**src/rtl/add4_pkg.sv**
```systemverilog
// rtl/add4_pkg.sv - shared types, defaults and helpers for the add4 arbiter slice
package add4_pkg;

  localparam int NREQ_DEF = 4;
  localparam int W_DEF    = 4;

  typedef enum logic [1:0] {
    ST_IDLE = 2'd0,
    ST_CALC = 2'd1,
    ST_HOLD = 2'd2
  } state_t;

  function automatic int id_width(input int n);
    return (n <= 2) ? 1 : $clog2(n);
  endfunction

  // Round-robin pick: first set request after last, wrapping; last itself is lowest priority.
  function automatic int rr_pick(input logic [7:0] req, input int n, input int last);
    int idx;
    rr_pick = last;
    for (int k = n; k >= 1; k--) begin
      idx = (last + k) % n;
      if (req[idx[2:0]]) rr_pick = idx;
    end
  endfunction

endpackage

```
**src/rtl/add4_core.sv**
```systemverilog
// rtl/add4_core.sv - combinational four-operand adder with carry-preserving full sum
module add4_core #(
  parameter int W = 4
) (
  input  logic [W-1:0] a,
  input  logic [W-1:0] b,
  input  logic [W-1:0] c,
  input  logic [W-1:0] d,
  output logic [W+1:0] full
);

  assign full = {2'b00, a} + {2'b00, b} + {2'b00, c} + {2'b00, d};

endmodule

```
**src/rtl/add4_arbiter.sv**
```systemverilog
// rtl/add4_arbiter.sv - round-robin share of one add4_core among NREQ requesters
module add4_arbiter
  import add4_pkg::*;
#(
  parameter int NREQ = NREQ_DEF,
  parameter int W    = W_DEF
) (
  input  logic                      clk,
  input  logic                      rst,
  input  logic [NREQ-1:0]           req,
  input  logic [NREQ*4*W-1:0]       opnd,
  output logic [NREQ-1:0]           gnt,
  output logic                      res_valid,
  input  logic                      res_ready,
  output logic [W-1:0]              res_sum,
  output logic                      res_ov,
  output logic [id_width(NREQ)-1:0] res_id
);

  localparam int IW = id_width(NREQ);

  state_t         state;
  logic [IW-1:0]  last_id;
  logic [IW-1:0]  cap_id;
  logic [IW-1:0]  win_id;
  logic [4*W-1:0] cap_ops;
  logic [W+1:0]   full;
  logic [7:0]     req_ext;
  int             win;
  logic           issue;

  always_comb begin
    req_ext = '0;
    req_ext[NREQ-1:0] = req;
    win    = rr_pick(req_ext, NREQ, int'(last_id));
    win_id = IW'(win);
  end

  // Arbitration happens only from IDLE or on a HOLD transfer; requests seen elsewhere are ignored.
  assign issue = (|req) && ((state == ST_IDLE) || ((state == ST_HOLD) && res_ready));

  add4_core #(.W(W)) u_core (
    .a    (cap_ops[0*W +: W]),
    .b    (cap_ops[1*W +: W]),
    .c    (cap_ops[2*W +: W]),
    .d    (cap_ops[3*W +: W]),
    .full (full)
  );

  always_ff @(posedge clk or negedge rst) begin
    if (!rst) begin
      state     <= ST_IDLE;
      gnt       <= '0;
      res_valid <= 1'b0;
      res_sum   <= '0;
      res_ov    <= 1'b0;
      res_id    <= '0;
      last_id   <= IW'(NREQ - 1);
      cap_id    <= '0;
      cap_ops   <= '0;
    end else begin
      gnt <= '0;
      case (state)
        ST_IDLE: ;
        ST_CALC: begin
          res_sum   <= full[W-1:0];
          res_ov    <= |full[W+1:W];
          res_id    <= cap_id;
          res_valid <= 1'b1;
          state     <= ST_HOLD;
        end
        ST_HOLD: begin
          if (res_ready) begin
            res_valid <= 1'b0;
            state     <= ST_IDLE;
          end
        end
        default: state <= ST_IDLE;
      endcase
      if (issue) begin
        gnt     <= NREQ'(1) << win_id;
        cap_ops <= opnd[win*4*W +: 4*W];
        cap_id  <= win_id;
        last_id <= win_id;
        state   <= ST_CALC;
      end
    end
  end

endmodule
```
**config.mk**
```make
export PLATFORM = sky130hd
export DESIGN_NAME = add4_arbiter
export DESIGN_NICKNAME = d
export VERILOG_FILES = /design/src/rtl/add4_pkg.sv /design/src/rtl/add4_core.sv /design/src/rtl/add4_arbiter.sv
export SDC_FILE = /design/constraint.sdc
export NUM_CORES = 1
export LEC_CHECK = 0
export ABC_AREA = 1
export BUFFER_PORTS_ARGS = -buffer_cell sky130_fd_sc_hd__buf_2
export CORE_MARGIN = 2
export CORE_UTILIZATION = 35
export CTS_CLUSTER_DIAMETER = 120
export DETAILED_ROUTE_END_ITERATION = 10
export PLACE_DENSITY_LB_ADDON = 0.08
export SLEW_MARGIN = 15
export SYNTH_ARGS = -nofsm -noshare
export SYNTH_HDL_FRONTEND = slang
export SYNTH_SLANG_ARGS = --single-unit
```
**constraint.sdc**
```tcl
create_clock -name clk -period 4.6 [get_ports clk]
set_input_delay 0.46 -clock clk [delete_from_list [all_inputs] [get_ports clk]]
set_output_delay 0.46 -clock clk [all_outputs]
set_load 0.1 [all_outputs]
```
==> results_dict.tcl <==
set metrics [dict create \
    status "finished clean" \
    yosysSeqAreaShare 0.335 \
    critPathMostFrequentCell "nand2_1" \
    drive_above_1_share 0.241 \
    vias_per_cell 4.48 \
    via_count 2430 \
    clk_path_buf_depth 2 \
    synthMuxAreaShare 0 \
    grt_overflow_total 0 \
    critPathArrivalTime_ns 3.01 \
    place_ws_ns 1.69 \
    whs_ns 0.251 \
    die_y_um 89.3 \
    rows 31 \
    tightest_slew_ns 0.890 \
    critical_path_buf_inv_count 2 \
    maxCapViolCount 0 \
    cpMaxStageDelayCell "nor2_1" \
    rsz0062_at_grt "false" \
    setup_ws_ns 1.80 \
    yosys_register_bits 34 \
    clock-sinks 34 \
    drt-pass1-iter-count 4 \
    synth_area_mm2 0.00255 \
    synth_simple_gate_area_frac 0.367 \
    cts_made_buffers 5 \
    grt_pass1_wl_um 9560 \
    place_congestion 0.737 \
    synthAdderAreaFrac 0.0864 \
    synthCells 366 \
    cp_cell_sequence "inv_2 -> nand2_1 -> nand2_1 -> nand2_1 -> nand3_1 -> nand2_1 -> inv_2 -> nor2_1 -> nand3_1 -> nand3_1" \
    hpwl_um 4480 \
    timing_hold_violations_final 0 \
    io_buffers 82 \
    postCtsSetupBuffers 0 \
    grt_pass1_vias 2247 \
    antenna_found_initial 0 \
    fin_setup_tns_ns 0 \
    critPathLaunchType "flop" \
    fin_crit_ns 2.80 \
    cp_top_family "simple AND/OR/NAND/NOR gates" \
    slew_headroom 0.404 \
    boundaryPins 83 \
    setup_viol 0 \
    avgSynthCellArea_um2 6.96 \
    drc 0 \
    fmax_mhz 358 \
    cp.depth 10 \
    wl_per_cell_um 10.6 \
    grt_max_degree 54 \
    crit_start "last_id[0]" \
    dpl.cell_count 535 \
    ys_types 32 \
    r2r_start "last_id[0]" \
    fin_nets 528 \
    cts_tree "built" \
    cpPeakStageDelay_ns 0.72 \
    cts_root_buffer "clkbuf_8" \
    clk_latency_ns 0.28 \
    fin_skew_ns 0.00344 \
    synth_top_family_by_area "simple AND/OR/NAND/NOR gates" \
    worst-path-max-fanout 13 \
    hold_class "input port to asynchronous set/reset pin" \
    postRouteAntennaNets 0 \
    die_x_um 89.3 \
    worstRegToRegCells 10 \
    hold_buffers 0 \
    synth_compound_area_frac 0.0594 \
    insertedDiodeCount 0 \
    drtIter0Drc 117 \
    dieArea_mm2 0.00798 \
    wl_um 5780 \
    start_util 0.357 \
    path_clk_slew_ns 0.07 \
    worstSetupPathType "flop to flop" \
    synth-xor-area-share 0.0103 \
    syn2layout_area_growth_pct 21.8 \
    cts_max_level 2 \
    coreArea_mm2 0.00714 \
    synthesis.nets 451 \
    stdcell_count 543 \
    worstSetupEndpointType "flop" \
    cts_resized 0 \
    worstPathRequired_ns 4.81 \
    drv_slew 0 \
    grt.total_usage 0.151 \
    min_period_over_period 0.608 \
    yosysWarnings 0 \
]
metal layers:
metal,global-route usage,wire length [um],vias to the layer above
met4,0.0285,29,0
met3,0.0305,226,2
met2,0.257,2720,51
met5,0,0,-
met1,0.200,2810,1091
li1,-,-,1286
final timing paths:
check,to,slack (ns)
worst max-delay path,cap_ops[13],1.80
worst min-delay path,res_id[1],0.25
worst max register to register,cap_ops[13],1.80
worst min register to register,res_sum[1],0.47
max in group asynchronous,cap_ops[8],3.86
min in group clk,cap_ops[0],0.44
sequential cells by signal, indices dropped and copies added (netlist names):
| signal | cells |
|---|---|
| cap_id | 2 |
| res_ov | 1 |
| res_sum | 4 |
| last_id | 2 |
| res_id | 2 |
| state | 2 |
| cap_ops | 16 |
| res_valid | 1 |
| gnt | 4 |
Yosys cell counts:
| library cell | n | area [um^2] |
|---|---|---|
| clkinv_1 | 2 | 7.51 |
| buf_2 | 4 | 20.0 |
| o21ai_0 | 6 | 30.0 |
| nor2_1 | 7 | 26.3 |
| inv_1 | 66 | 248 |
| buf_4 | 3 | 22.5 |
| o211ai_1 | 9 | 67.6 |
| xor2_1 | 1 | 8.76 |
| nand3_4 | 1 | 17.5 |
| dfrtp_1 | 32 | 801 |
| nand2_1 | 125 | 469 |
| or2_2 | 3 | 18.8 |
| nand3_1 | 45 | 225 |
| a31oi_1 | 1 | 6.26 |
| ha_1 | 8 | 100 |
| a21oi_1 | 8 | 40.0 |
| nor2_2 | 1 | 6.26 |
| buf_6 | 4 | 45.0 |
| clkbuf_1 | 2 | 7.51 |
| dfstp_2 | 2 | 52.6 |
| fa_1 | 6 | 120 |
| inv_2 | 3 | 11.3 |
| nor2_4 | 1 | 11.3 |
| xnor2_1 | 2 | 17.5 |
| nand3_2 | 2 | 20.0 |
| nand2_4 | 1 | 11.3 |
| nand3b_1 | 7 | 52.6 |
| nor3_1 | 4 | 20.0 |
| o31ai_1 | 1 | 7.51 |
| or2_0 | 6 | 37.5 |
| nand2_2 | 2 | 12.5 |
| nand4_1 | 1 | 6.26 |
layout by cell type (no fill, tap or decap), drive strengths merged, types with 7 or more instances in the layout:
master  instances
dfrtp          32
ha              8
nor2            9
o211ai          9
nand3b          7
a21oi           8
nand3          48
buf            83
nand2         128
or2             9
inv            69
kinds of logic after synthesis:
logic type	Yosys count
AND/OR/NAND/NOR	206
AO/OA/AOI/OAI	25
XOR/XNOR	3
buffers and inverters	84
adder cells (fa/ha/maj)	14
flip-flops	34
metrics by stage:
step	util	instance area (um^2)
2_1_floorplan	-	2550
3_3_place_gp	0.420	2990
3_5_place_dp	0.420	2990
4_1_cts	0.435	3100
5_1_grt	0.435	3100
6_report	0.435	3100
layout make-up:
type | instances | area [um^2]
clock inverter | 3 | 40.0
sequential | 34 | 853
fill | 792 | 4030
timing repair buffer | 83 | 418
multi-input combinational | 248 | 1330
inverter | 71 | 267
clock buffer | 5 | 68.8
tap | 99 | 124
Power is left out: the tool's default activity adds up to more than one toggle a clock period on the data nets, which glitch-free logic cannot reach.
